### config.mk
export PLATFORM = sky130hd
export DESIGN_NAME = pixel_combinator_flat
export DESIGN_NICKNAME = d
export VERILOG_FILES = /design/src/rtl/pixel_pkg.sv /design/src/rtl/pixel_combinator_if.sv /design/src/rtl/pixel_combinator_raster_counter.sv /design/src/rtl/pixel_combinator.sv /design/src/flat_wrapper.sv
export SDC_FILE = /design/constraint.sdc
export NUM_CORES = 1
export LEC_CHECK = 0
export ABC_AREA = 0
export ABC_CLOCK_PERIOD_IN_PS = 4800
export CAP_MARGIN = 20
export CORE_UTILIZATION = 45
export CTS_CLUSTER_SIZE = 14
export DETAILED_ROUTE_END_ITERATION = 8
export PLACE_DENSITY_LB_ADDON = 0.12
export SYNTH_ARGS = -nofsm -noshare
export SYNTH_HDL_FRONTEND = slang
export SYNTH_SLANG_ARGS = --single-unit
### constraint.sdc
create_clock -name clk -period 4.8 [get_ports clk]
set_input_delay 0.96 -clock clk [delete_from_list [all_inputs] [get_ports clk]]
set_output_delay 0.96 -clock clk [all_outputs]
set_load 0.1 [all_outputs]
### src/rtl/pixel_pkg.sv
// Shared constants and types for the pixel combinator slice.
package pixel_pkg;

    localparam int DATA_WIDTH = 32;
    localparam int RBG_SIZE   = 24;
    localparam int NUM_QUEUES = 4;
    localparam int X_SIZE     = 640;
    localparam int Y_SIZE     = 480;
    localparam int TIMEOUT    = 4096;

    typedef logic [RBG_SIZE-1:0] rgb_t;

    typedef enum logic [1:0] {
        SEEK,
        CAPTURE,
        DRAIN
    } comb_state_t;

    // All-ones never matches a queued coordinate, so it parks the check bus.
    localparam logic [DATA_WIDTH-1:0] COORD_INVALID = '1;

endpackage

### src/rtl/pixel_combinator_if.sv
// Video output stream: colour plus frame markers with a valid/ready handshake.
interface pixel_combinator_if;

    pixel_pkg::rgb_t out_data;
    logic            out_valid;
    logic            out_ready;
    logic            out_sof;
    logic            out_eol;

    modport master (
        output out_data,
        output out_valid,
        output out_sof,
        output out_eol,
        input  out_ready
    );

    modport slave (
        input  out_data,
        input  out_valid,
        input  out_sof,
        input  out_eol,
        output out_ready
    );

endinterface

### src/rtl/pixel_combinator_raster_counter.sv
// Raster-order x/y coordinate counter with frame/line position flags.
module raster_counter #(
    parameter int X_SIZE = pixel_pkg::X_SIZE,
    parameter int Y_SIZE = pixel_pkg::Y_SIZE,
    parameter int XW     = $clog2(X_SIZE),
    parameter int YW     = $clog2(Y_SIZE)
) (
    input  logic          clk,
    input  logic          reset,
    input  logic          advance,
    output logic [XW-1:0] x,
    output logic [YW-1:0] y,
    output logic          is_sof,
    output logic          is_eol
);

    localparam logic [XW-1:0] X_LAST = XW'(X_SIZE - 1);
    localparam logic [YW-1:0] Y_LAST = YW'(Y_SIZE - 1);

    // Step one pixel per advance, wrapping at end of line and end of frame.
    always_ff @(posedge clk or negedge reset) begin
        if (!reset) begin
            x <= '0;
            y <= '0;
        end else if (advance) begin
            if (x == X_LAST) begin
                x <= '0;
                if (y == Y_LAST) begin
                    y <= '0;
                end else begin
                    y <= y + YW'(1);
                end
            end else begin
                x <= x + XW'(1);
            end
        end
    end

    assign is_sof = (x == '0) && (y == '0);
    assign is_eol = (x == X_LAST);

endmodule

### src/rtl/pixel_combinator.sv
// Merges per-engine pixel queues into one raster-ordered video stream.
//
// state   | meaning
// SEEK    | present current coordinate, wait for a queue to match
// CAPTURE | popped colour is now on colour_i; register it, advance coordinate
// DRAIN   | hold the pixel until the downstream accepts it
module pixel_combinator
    import pixel_pkg::*;
#(
    parameter int NUM_QUEUES = pixel_pkg::NUM_QUEUES,
    parameter int X_SIZE     = pixel_pkg::X_SIZE,
    parameter int Y_SIZE     = pixel_pkg::Y_SIZE,
    parameter int TIMEOUT    = pixel_pkg::TIMEOUT
) (
    input  logic                    clk,
    input  logic                    reset,
    input  logic [NUM_QUEUES-1:0]   en_i,
    input  rgb_t [NUM_QUEUES-1:0]   colour_i,
    output logic [DATA_WIDTH-1:0]   xpixel_check,
    output logic [DATA_WIDTH-1:0]   ypixel_check,
    pixel_combinator_if.master      vid,
    output logic                    dup_err,
    output logic                    stall_err
);

    localparam int XW = $clog2(X_SIZE);
    localparam int YW = $clog2(Y_SIZE);
    localparam int SW = (NUM_QUEUES > 1) ? $clog2(NUM_QUEUES) : 1;
    localparam int CW = $clog2(TIMEOUT + 1);
    localparam logic [CW-1:0] STALL_MAX  = CW'(TIMEOUT);
    localparam logic [CW-1:0] STALL_LAST = CW'(TIMEOUT - 1);

    comb_state_t    state_q;
    comb_state_t    state_d;
    logic           advance;
    logic [XW-1:0]  x;
    logic [YW-1:0]  y;
    logic           is_sof;
    logic           is_eol;
    logic           hit;
    logic           multi_hit;
    logic [SW-1:0]  low_idx;
    logic [SW-1:0]  sel_q;
    logic [CW-1:0]  stall_cnt_q;

    raster_counter #(
        .X_SIZE (X_SIZE),
        .Y_SIZE (Y_SIZE)
    ) u_raster (
        .clk     (clk),
        .reset   (reset),
        .advance (advance),
        .x       (x),
        .y       (y),
        .is_sof  (is_sof),
        .is_eol  (is_eol)
    );

    assign hit       = |en_i;
    assign multi_hit = ($countones(en_i) > 1);

    // Lowest-index matching queue wins when several claim the coordinate.
    always_comb begin
        low_idx = '0;
        for (int i = NUM_QUEUES - 1; i >= 0; i--) begin
            if (en_i[i]) begin
                low_idx = SW'(i);
            end
        end
    end

    // Queues pop on any matching edge, so only SEEK may expose a real coordinate.
    assign xpixel_check = (state_q == SEEK) ? DATA_WIDTH'(x) : COORD_INVALID;
    assign ypixel_check = (state_q == SEEK) ? DATA_WIDTH'(y) : COORD_INVALID;

    // State register.
    always_ff @(posedge clk or negedge reset) begin
        if (!reset) begin
            state_q <= SEEK;
        end else begin
            state_q <= state_d;
        end
    end

    // Next-state decode and coordinate advance strobe.
    always_comb begin
        state_d = state_q;
        advance = 1'b0;
        case (state_q)
            SEEK: begin
                if (hit) begin
                    state_d = CAPTURE;
                end
            end
            CAPTURE: begin
                advance = 1'b1;
                state_d = DRAIN;
            end
            DRAIN: begin
                if (vid.out_ready) begin
                    state_d = SEEK;
                end
            end
            default: state_d = SEEK;
        endcase
    end

    // Output pixel register: load in CAPTURE, release on handshake in DRAIN.
    always_ff @(posedge clk or negedge reset) begin
        if (!reset) begin
            sel_q         <= '0;
            vid.out_data  <= '0;
            vid.out_valid <= 1'b0;
            vid.out_sof   <= 1'b0;
            vid.out_eol   <= 1'b0;
        end else begin
            case (state_q)
                SEEK: begin
                    if (hit) begin
                        sel_q <= low_idx;
                    end
                end
                CAPTURE: begin
                    vid.out_data  <= colour_i[sel_q];
                    vid.out_valid <= 1'b1;
                    vid.out_sof   <= is_sof;
                    vid.out_eol   <= is_eol;
                end
                DRAIN: begin
                    if (vid.out_valid && vid.out_ready) begin
                        vid.out_valid <= 1'b0;
                        vid.out_sof   <= 1'b0;
                        vid.out_eol   <= 1'b0;
                    end
                end
                default: ;
            endcase
        end
    end

    // Sticky error flags and saturating no-hit counter, active only while seeking.
    always_ff @(posedge clk or negedge reset) begin
        if (!reset) begin
            stall_cnt_q <= '0;
            dup_err     <= 1'b0;
            stall_err   <= 1'b0;
        end else if (state_q == SEEK) begin
            if (hit) begin
                stall_cnt_q <= '0;
                if (multi_hit) begin
                    dup_err <= 1'b1;
                end
            end else if (stall_cnt_q != STALL_MAX) begin
                stall_cnt_q <= stall_cnt_q + CW'(1);
                if (stall_cnt_q == STALL_LAST) begin
                    stall_err <= 1'b1;
                end
            end
        end
    end

endmodule

### src/flat_wrapper.sv
// flat-port wrapper written by rule: the top's interface ports become plain ports
module pixel_combinator_flat import pixel_pkg::*;
#(
    parameter int NUM_QUEUES = pixel_pkg::NUM_QUEUES,
    parameter int X_SIZE     = pixel_pkg::X_SIZE,
    parameter int Y_SIZE     = pixel_pkg::Y_SIZE,
    parameter int TIMEOUT    = pixel_pkg::TIMEOUT
)
  (clk, reset, en_i, colour_i, xpixel_check, ypixel_check, dup_err, stall_err, vid_out_data, vid_out_valid, vid_out_sof, vid_out_eol, vid_out_ready);
  pixel_combinator_if vid_i ();
  input  logic clk;
  input  logic reset;
  input  logic [NUM_QUEUES-1:0] en_i;
  input  rgb_t [NUM_QUEUES-1:0] colour_i;
  output logic [DATA_WIDTH-1:0] xpixel_check;
  output logic [DATA_WIDTH-1:0] ypixel_check;
  output logic dup_err;
  output logic stall_err;
  output wire logic [$bits(vid_i.out_data)-1:0] vid_out_data;
  output wire logic [$bits(vid_i.out_valid)-1:0] vid_out_valid;
  output wire logic [$bits(vid_i.out_sof)-1:0] vid_out_sof;
  output wire logic [$bits(vid_i.out_eol)-1:0] vid_out_eol;
  input wire logic [$bits(vid_i.out_ready)-1:0] vid_out_ready;
  assign vid_out_data = vid_i.out_data;
  assign vid_out_valid = vid_i.out_valid;
  assign vid_out_sof = vid_i.out_sof;
  assign vid_out_eol = vid_i.out_eol;
  assign vid_i.out_ready = vid_out_ready;
  pixel_combinator #(.NUM_QUEUES(NUM_QUEUES), .X_SIZE(X_SIZE), .Y_SIZE(Y_SIZE), .TIMEOUT(TIMEOUT)) u_core (.clk(clk), .reset(reset), .en_i(en_i), .colour_i(colour_i), .xpixel_check(xpixel_check), .ypixel_check(ypixel_check), .vid(vid_i), .dup_err(dup_err), .stall_err(stall_err));
endmodule
After elaboration in Yosys (flattened, before gate mapping)

Index checks and enable logic that the tools add are counted.

Bits in latches: 0
Bits in registers: 65
Bits in writable memories: 0
Bits in read-only memories: 0
Input port bits: 103
Output and inout bits: 93
Memories: 0

Multiply operators: 0
Equality and inequality tests: 9
Bitwise operators: 1
$lt $le $gt $ge: 2
Muxes and demuxes: 20
Div/mod/pow operators: 0
Shifts and indexed selects: 0
$add $sub $neg: 6
Reduce and logical (&&, ||, !) cells: 15

Operators with widths:

| kind                                                                    | count |
|---|---|
| 32-bit 2-to-1 mux                                                       | 2 |
| 24-bit binary-select mux with 2-bit select                              | 1 |
| 32-bit adder                                                            | 1 |
| 32-bit by 2-bit > comparator with 1-bit output, second input constant   | 1 |
| 13-bit 2-to-1 mux                                                       | 2 |
| 24-bit 2-to-1 mux                                                       | 1 |
| 13-bit by 1-bit adder with 13-bit output, second input constant         | 1 |
| 13-bit by 12-bit equality test with 1-bit output, second input constant | 1 |
| 13-bit != test, second input constant                                   | 1 |
| 2-bit 2-to-1 mux                                                        | 6 |
| 10-bit by 1-bit adder with 10-bit output, second input constant         | 1 |
| 10-bit equality test, second input constant                             | 1 |
| 10-bit zero test                                                        | 1 |
| 10-bit 2-to-1 mux                                                       | 1 |
| 2-bit AND reduction                                                     | 5 |
| 9-bit by 1-bit adder with 9-bit output, second input constant           | 1 |
| 9-bit equality test, second input constant                              | 1 |
| 9-bit zero test                                                         | 1 |
| 9-bit 2-to-1 mux                                                        | 1 |
| 1-bit one-hot mux with 2 select lines                                   | 3 |
| 2-bit one-hot mux with 3 select lines                                   | 1 |
| 1-bit by 1-bit adder with 2-bit output                                  | 2 |
| 2-bit by 1-bit != test with 1-bit output, second input constant         | 2 |
| 4-bit AND reduction                                                     | 1 |
| 11 further kinds                                                        | 14 |

Logic depth before layout (Yosys ltp)

Gate-level depths: netlist of run 1.

Depth after elaboration: 4
Gate-level depth with buffers: 6
Depth with buffers taken out: 6

Modules after synthesis

A second synthesis of run 1 with hierarchy kept.

Cells, all modules: 430
Area total of the unflattened synthesis: 4202.8 um2

By module, submodules not included:

| module           | seq. area each (um2) | times used | area each (um2) | cells an instance |
|---|---|---|---|---|
| pixel_combinator | 1151.1               | 1          | 3200.6          | 329 |
| raster_counter   | 475.5                | 1          | 1002.2          | 101 |

Least setup slack after synthesis of run 1

No wires, ideal clock.

Path type: register -> output
From: reg u_core.state_q[0]
To: out xpixel_check[11]
Stages on the path, launching flop included: 5
Arrival: 3081 ps
Required time: 3840 ps
Path slack: 759 ps
Cell sequence: dfrtp_1 > nor2_1 > inv_1 > clkbuf_1 > buf_4

Cells in the longest elaborated chain, start to end: 2

RTL lines:

| element                  | line                   | source |
|---|---|---|
| start: declaration       | pixel_combinator.sv:33 | `comb_state_t state_q;` |
| start signal: assignment | pixel_combinator.sv:81 | `state_q <= state_d;` |
| 2-bit zero test          | pixel_combinator.sv:73 | `assign xpixel_check = (state_q == SEEK) ? DATA_WIDTH'(x) : COORD_INVALID;` |
| 32-bit 2-to-1 mux        | pixel_combinator.sv:73 |  |
| end: declaration         | flat_wrapper.sv:15     | `output logic [DATA_WIDTH-1:0] xpixel_check;` |

Every way passes these cells.

Final worst setup path of run 1

From: reg u_core.state_q[0]
To: out xpixel_check[0]

The elaborated chain is that of the path after synthesis.

==> impl_metrics.toml, run 1 <==
[grt]
met2_usage = 0.433
busiest_layer = "met2"
grt_pass1_vias = 3725
grtUsageMet1 = 0.311
track_usage = 0.252
antenna_found_initial = 0
globalRouteMet3Util = 0.0576
grt_first_pass_wirelength_mm = 18.8
overflow = 0
grt_max_degree = 47

[floorplanning]
coreArea_um2 = 8810
start_util = 0.467
num_rows = 34
io_pins = 196
die_w_um = 97.6
die_y_um = 97.6
die-area_um2 = 9530

[cts]
clk_pin_slew_ns = 0.08
clock_latency_ns = 0.34
cts_resized = 0
cts_hold_buf = 0
clockBufferDepth = 2
clock-sinks = 65
tritoncts = "yes"
h-tree-depth = 3
numCtsBuffers = 9
cts_post_setup_buffers_inserted = 0
cts_root_buffer = "clkbuf_8"

[min_path]
min_path_type = "input pin to async pin"

[final_layout]
diodes = 0
nets = 704
syn2layout_area_growth_pct = 45.2
drive_above_1_share = 0.162

[route]
ant_nets = 0
vias_per_cell = 5.43
drc = 16
drt_iter0_markers = 164
num_vias = 3798
totalWireLength_mm = 11.5
post_drt_wl_per_cell_um = 16.4
first_pass_iters = 7

[synth]
synth_cells = 437
yosysWarnings = 0
synth-edff-count = 0
syn-num-nets = 553
yosys.area_share.simple = 0.216
async_reset_ff_frac = 1.00
synth-compound-area-share = 0.0751
synth_adder_area_share = 0.0413
synth_top_family_by_area = "simple AND/OR/NAND/NOR gates"
synth_mux_area_frac = 0.136
synth_xor_xnor_area_share = 0.0191
netlist-cell-type-count = 41
yosysSeqAreaShare = 0.395
syn_area_per_cell_um2 = 9.42
synth.cell_area_um2 = 4120
ys_ff_latch = 65
synthFlopType = "dfrtp_1"

[job]
drv_cap = 0

[setup_path]
cp_cell_sequence = "nor2_1, buf_4, nand2_1, clkdlybuf4s50_1"
worstPathRequired_ns = 3.84
crit_arrival_ns = 2.50
worst-path-max-fanout = 17
crit_type = "flop to primary output"
critical_path.top_delay_family = "buffers and inverters"
crit_path_start_kind = "flop"
slowest_delay_ns = 1.13
cp_num_buf_inv = 2
slowest_stage = "clkdlybuf4s50_1"
end_kind = "primary output"

[sta]
rsz0062_at_grt = "false"
maxSlewHeadroom = 0.314
setup-tns-final_ns = 0
drv_slew = 0
fin_skew_ns = 0.0111
worst_pin_slew_ns = 1.03
setup_ws_ns = 1.34
clock.fmax_mhz = 289
finalSetupViolCount = 0
period_needed_ns = 3.46
period_share = 0.720
hold_viol = 0

[placement]
io_buffers = 195
pre_cts_slack_ns = 1.61
gp_congestion = 0.854
dpl.hpwl_mm = 8.73

[run_status]
violations = "design-rule violations"
outcome = "finished, violations left"
## per-stage QoR
stage | util | hold WS [ns] | area, um^2 | instances
after floorplan | - | 0.466 | 4120 | 437
after global placement | 0.649 | 0.455 | 5720 | 682
after detailed placement | 0.649 | 0.461 | 5720 | 682
after CTS | 0.671 | 0.478 | 5910 | 697
after global routing | 0.679 | 0.408 | 5980 | 700
final | 0.679 | 0.426 | 5980 | 700
## layout by cell type (no fill, tap or decap), types with 11 or more instances in the layout
| master | instances |
|---|---|
| a21oi_1 | 13 |
| buf_4 | 49 |
| clkbuf_8 | 11 |
| clkdlybuf4s50_1 | 149 |
| dfrtp_1 | 65 |
| ha_1 | 12 |
| inv_1 | 21 |
| mux4_2 | 24 |
| nand2_1 | 114 |
| nand3_1 | 13 |
| o21ai_0 | 15 |
| or3_1 | 13 |
## synth_stat cells, types with 4 or more instances
master	count	share of area
nand2_1	114	0.10
dfrtp_1	65	0.40
buf_4	44	0.080
mux4_2	24	0.13
inv_1	21	0.019
o21ai_0	15	0.018
a21oi_1	13	0.016
clkbuf_1	13	0.012
nand3_1	13	0.016
or3_1	13	0.020
ha_1	12	0.036
nand4_1	8	0.012
nor2_1	8	0.0073
and3_1	7	0.011
o31ai_1	7	0.013
xnor2_1	7	0.015
a31oi_1	4	0.0061
nor3_1	4	0.0049
nor4_1	4	0.0061
## cells by family (layout without fill, tap and decap cells)
group           count (synthesis)  count (layout)
simple gates                  190             190
buf+inv                        83             238
compound gates                 51              51
fa+ha+maj                      13              13
mux                            26              26
flops                          65              65
xor+xnor                        9               9
## area by class of cell
type                    instances  area, um^2
clock buffers                  13         159
repair buffers                202        1930
clock inverters                 2        37.5
well taps                     108         135
multi-input cells             289        2010
inverters                      21        78.8
fillers                       710        2830
flip-flops and latches         65        1630
## path summary, 6_finish.rpt
kind	from	to	slack, ns	cells past startpoint
setup / recovery	u_core.state_q[0]$_DFFE_PN0P_	xpixel_check[0]	1.34	4
hold / removal	reset	u_core.vid.out_data[3]$_DFFE_PN0P_	0.43	1
setup reg to reg	u_core.state_q[0]$_DFFE_PN0P_	u_core.u_raster.y[4]$_DFFE_PN0P_	2.48	4
hold reg to reg	u_core.vid.out_data[12]$_DFFE_PN0P_	u_core.vid.out_data[12]$_DFFE_PN0P_	0.47	2
max in group asynchronous	reset	u_core.u_raster.x[1]$_DFFE_PN0P_	3.53	3
min in group clk	u_core.vid.out_data[12]$_DFFE_PN0P_	u_core.vid.out_data[12]$_DFFE_PN0P_	0.47	2
## sequential cells by signal, summed over array words and instances, names as in the netlist
name	cells
u_core.dup_err	1
u_core.sel_q	2
u_core.stall_cnt_q	13
u_core.stall_err	1
u_core.state_q	2
u_core.u_raster.x	10
u_core.u_raster.y	9
u_core.vid.out_data	24
u_core.vid.out_eol	1
u_core.vid.out_sof	1
u_core.vid.out_valid	1
## routing by layer
metal / part of all wire / vias up
met5: 0 / -
met4: 0.024 / 0
met3: 0.062 / 24
met2: 0.52 / 149
met1: 0.39 / 1840
li1: - / 1785
Power of run 1 is left out: the tool's default activity adds up to more than one toggle a clock period on the data nets, which glitch-free logic cannot reach.
==> inputs of run 2 (changes only) <==
--- a/config.mk
+++ b/config.mk
@@ -6,9 +6,9 @@
 export NUM_CORES = 1
 export LEC_CHECK = 0
 export ABC_AREA = 0
-export ABC_CLOCK_PERIOD_IN_PS = 4800
+export ABC_CLOCK_PERIOD_IN_PS = 3500
 export CAP_MARGIN = 20
-export CORE_UTILIZATION = 45
+export CORE_UTILIZATION = 42
 export CTS_CLUSTER_SIZE = 14
 export DETAILED_ROUTE_END_ITERATION = 8
 export PLACE_DENSITY_LB_ADDON = 0.12
==> constraint.sdc (replaced) <==
create_clock -name clk -period 3.5 [get_ports clk]
set_input_delay 0.7 -clock clk [delete_from_list [all_inputs] [get_ports clk]]
set_output_delay 0.7 -clock clk [all_outputs]
set_load 0.1 [all_outputs]
==> run 2 against run 1 <==
- the run now ends clean
- clock skew shrank 0.0011 ns
- final cell count grew 2.9%
- global-route usage shrank 1.0 points
- setup slack lost 0.71 ns
- highest routed layer unchanged
==> impl_metrics.toml, run 2 (synthesis results as in run 1) <==
[job]
drv_cap = 0

[setup_path]
cp_num_buf_inv = 4
crit_type = "flop to primary output"
critical_path.top_delay_family = "buffers and inverters"
worstPathRequired_ns = 2.80
cp_cell_sequence = "nor2_1, buf_4, inv_1, buf_12, buf_12"
crit_path_start_kind = "flop"
cp.depth = 5
crit_arrival_ns = 2.17
worstRegToRegCells = 4
end_kind = "primary output"
slowest_delay_ns = 0.67
worst-path-max-fanout = 55
slowest_stage = "dfrtp_1"
cp_common_cell = "buf_12"

[route]
first_pass_iters = 4
ant_nets = 0
totalWireLength_mm = 11.7
drt_iter0_markers = 109
drc = 0
post_drt_wl_per_cell_um = 16.2
vias_per_cell = 5.17
num_vias = 3723

[final_layout]
top_regs = "u_core.vid.out_data (24), u_core.stall_cnt_q (13), u_core.u_raster.x (10)"
final_cell_mix = "clkdlybuf4s50_1, nand2_1, dfrtp_1, buf_12"
top_register = "u_core.vid.out_data"
nets = 702
diodes = 0
fin_cells = 720
largest_reg_flops = 24
syn2layout_area_growth_pct = 57.8
layout.cells.most_common = "clkdlybuf4s50_1"
drive_above_1_share = 0.196
fill_cells = 758

[grt]
grt_pass1_vias = 3852
overflow = 0
track_usage = 0.241
antenna_found_initial = 0
grt_max_degree = 66
grt_first_pass_wirelength_mm = 19.1

[placement]
dpl.cell_count = 704
gp_congestion = 0.876
dpl.hpwl_mm = 8.90
io_buffers = 195

[sta]
setup-tns-final_ns = 0
period_needed_ns = 2.87
worst_pin_slew_ns = 1.09
drv_slew = 0
rsz0062_at_grt = "false"
period_share = 0.821
hold_viol = 0
clock.fmax_mhz = 348
fin_skew_ns = 0.0101
finalSetupViolCount = 0
maxSlewHeadroom = 0.276

[floorplanning]
io_pins = 196
die-area_um2 = 10200
die_w_um = 101
start_util = 0.439
die_y_um = 101
coreArea_um2 = 9370
num_rows = 35

[cts]
cts_post_setup_buffers_inserted = 0
numCtsBuffers = 9
tritoncts = "yes"
cts_hold_buf = 0
clk_pin_slew_ns = 0.07
cts_resized = 0
clock_latency_ns = 0.34
cts_root_buffer = "clkbuf_8"
clock-sinks = 65
clockBufferDepth = 2
h-tree-depth = 3

[run_status]
outcome = "finished, final reports clean"

[min_path]
min_path_type = "flop to flop"
min_path_cells = 1
-- run 2: final timing paths --
check                           slack [ns]                          start                            endpoint
max in group asynchronous             2.40                          reset  u_core.stall_cnt_q[10]$_DFFE_PN0P_
worst max-delay path                  0.63  u_core.state_q[0]$_DFFE_PN0P_                    ypixel_check[26]
worst max register to register        1.10  u_core.state_q[0]$_DFFE_PN0P_    u_core.u_raster.y[5]$_DFFE_PN0P_
min in group asynchronous             0.54                          reset  u_core.vid.out_data[6]$_DFFE_PN0P_
worst min register to register        0.47   u_core.stall_err$_DFFE_PN0P_        u_core.stall_err$_DFFE_PN0P_
worst min-delay path                  0.47   u_core.stall_err$_DFFE_PN0P_        u_core.stall_err$_DFFE_PN0P_
-- run 2: area by class of cell --
class	count	area [um^2]	area share
Multi-Input combinational cell	289	2010	0.310
Inverter	21	78.8	0.0121
Sequential cell	65	1630	0.250
Timing Repair Buffer	200	2400	0.369
Tap cell	129	161	0.0249
Clock inverter	6	90.1	0.0139
Clock buffer	10	128	0.0197
-- run 2: per-layer routing --
metal,up-vias,global-route usage,part of all wire
li1,1781,-,-
met1,1786,0.293,0.40
met2,138,0.442,0.54
met3,18,0.0472,0.052
met4,0,0.0524,0.012
met5,-,0,0
-- run 2: metrics by stage --
stage          worst slack, ns  cell area, um^2   util  hold slack (ns)
3_3_place_gp             0.978             6280  0.670            0.459
6_report                 0.628             6490  0.693            0.475
3_5_place_dp             0.932             6280  0.670            0.459
4_1_cts                  0.606             6490  0.693            0.480
2_1_floorplan            0.785             4120      -            0.404
5_1_grt                  0.444             6490  0.693            0.500
-- run 2: worst reg2reg max path: cells and delay by family, from the launching register on --
kind / cells / cell delay, ns
simple gates: 3 / 1.45
flops: 1 / 0.67
mux: 1 / 0.17
Power of run 2 is left out for the same reason.
==> inputs of run 3 (changes only) <==
--- a/config.mk
+++ b/config.mk
@@ -6,9 +6,9 @@
 export NUM_CORES = 1
 export LEC_CHECK = 0
 export ABC_AREA = 0
-export ABC_CLOCK_PERIOD_IN_PS = 3500
+export ABC_CLOCK_PERIOD_IN_PS = 2500
 export CAP_MARGIN = 20
-export CORE_UTILIZATION = 42
+export CORE_UTILIZATION = 38
 export CTS_CLUSTER_SIZE = 14
 export DETAILED_ROUTE_END_ITERATION = 8
 export PLACE_DENSITY_LB_ADDON = 0.12
==> constraint.sdc (replaced) <==
create_clock -name clk -period 2.5 [get_ports clk]
set_input_delay 0.5 -clock clk [delete_from_list [all_inputs] [get_ports clk]]
set_output_delay 0.5 -clock clk [all_outputs]
set_load 0.1 [all_outputs]
==> run 3 against run 2 <==
- final area increased by 1.3%
- final cell count increased by 1.7%
- die area rose by 10%
- global-route usage is 3.0 points lower
- largest cell class unchanged
- highest routed layer unchanged
==> impl_metrics.toml, run 3 (synthesis results as in run 1) <==
[route]
drt_iter0_markers = 103
vias_per_cell = 5.07
drc = 0
num_vias = 3713
totalWireLength_mm = 11.3
first_pass_iters = 4
post_drt_wl_per_cell_um = 15.4
ant_nets = 0

[sta]
setup-tns-final_ns = 0
period_share = 0.878
period_needed_ns = 2.19
clock.fmax_mhz = 456
rsz0062_at_grt = "false"
maxSlewHeadroom = 0.625
fin_skew_ns = 0.00988
hold_viol = 0
drv_slew = 0
finalSetupViolCount = 0
worst_pin_slew_ns = 0.563

[floorplanning]
num_rows = 37
start_util = 0.395
coreArea_um2 = 10400
die-area_um2 = 11300
io_pins = 196
die_y_um = 106
die_w_um = 106

[setup_path]
end_kind = "primary output"
crit_path_start_kind = "flop"
cp_num_buf_inv = 3
reg2reg_from = "u_core.u_raster.x[7]$_DFFE_PN0P_"
worst-path-max-fanout = 55
crit_arrival_ns = 1.69
critical_path.top_delay_family = "buffers and inverters"
worstPathRequired_ns = 2.00
cp.depth = 4
slowest_delay_ns = 0.46
cp_common_cell = "buf_12"
worstRegToRegCells = 4
slowest_stage = "buf_12"
crit_type = "flop to primary output"
cp_cell_sequence = "nor2_1, inv_1, buf_12, buf_12"
startpoint = "u_core.state_q[1]$_DFFE_PN0P_"

[cts]
cts_resized = 0
clockBufferDepth = 2
numCtsBuffers = 9
clock-sinks = 65
h-tree-depth = 3
clk_pin_slew_ns = 0.08
cts_post_setup_buffers_inserted = 0
clock_latency_ns = 0.34
cts_root_buffer = "clkbuf_8"
tritoncts = "yes"
cts_hold_buf = 0

[final_layout]
finalInstanceArea_um2 = 6580
syn2layout_area_growth_pct = 59.9
nets = 707
top_register = "u_core.vid.out_data"
fill_cells = 877
fin_cells = 732
layout.cells.most_common = "nand2_1"
final_cell_mix = "nand2_1, clkdlybuf4s50_1, dfrtp_1, buf_12, buf_4"
utilization = 0.632
top_regs = "u_core.vid.out_data (24), u_core.stall_cnt_q (13), u_core.u_raster.x (10)"
diodes = 0
drive_above_1_share = 0.252
largest_reg_flops = 24

[placement]
io_buffers = 195
gp_congestion = 0.845
dpl.cell_count = 716
dpl.hpwl_mm = 8.86
dpl_cell_area_um2 = 6380

[job]
drv_cap = 0

[grt]
antenna_found_initial = 0
grt_first_pass_wirelength_mm = 18.8
grt_pass1_vias = 3836
overflow = 0
track_usage = 0.212
grt_max_degree = 56

[run_status]
outcome = "finished, final reports clean"

[min_path]
min_path_type = "input pin to async pin"
==> run 3: cell count changes in the layout (fill, tap and decap cells not counted), sizes merged <==
cell	before	now
bufinv	2	1
clkinv	2	1
clkinvlp	1	3
clkdlybuf4s50	129	101
buf	71	104
==> run 3: path summary, 6_finish.rpt <==
check / to / slack [ns]
setup / recovery: ypixel_check[31] / 0.31
hold / removal: u_core.vid.out_data[6]$_DFFE_PN0P_ / 0.13
setup reg to reg: u_core.u_raster.y[8]$_DFFE_PN0P_ / 0.45
hold reg to reg: u_core.vid.out_data[20]$_DFFE_PN0P_ / 0.47
max in group asynchronous: u_core.stall_cnt_q[9]$_DFFE_PN0P_ / 1.75
min in group clk: u_core.vid.out_data[20]$_DFFE_PN0P_ / 0.47
==> run 3: cell type report <==
class	instances	area [um^2]	share of cell area
clock buffers	10	138	0.0209
clock inverters	6	66.3	0.0101
inverters	21	78.8	0.0120
multi-input cells	289	2010	0.306
flip-flops and latches	65	1630	0.247
well taps	136	170	0.0259
repair buffers	205	2490	0.378
==> run 3: per-layer routing <==
layer	up-vias	track usage	part of all wire
met4	0	0.0575	0.018
met3	19	0.0484	0.044
li1	1787	-	-
met1	1803	0.247	0.41
met2	104	0.387	0.53
met5	-	0	0
==> run 3: metrics by stage <==
stage	hold WS, ns	setup slack [ns]
2_1_floorplan	0.204	0.358
3_3_place_gp	0.461	0.161
3_5_place_dp	0.456	0.0873
4_1_cts	0.147	0.294
5_1_grt	0.157	0.177
6_report	0.130	0.305
Power of run 3 is left out for the same reason.
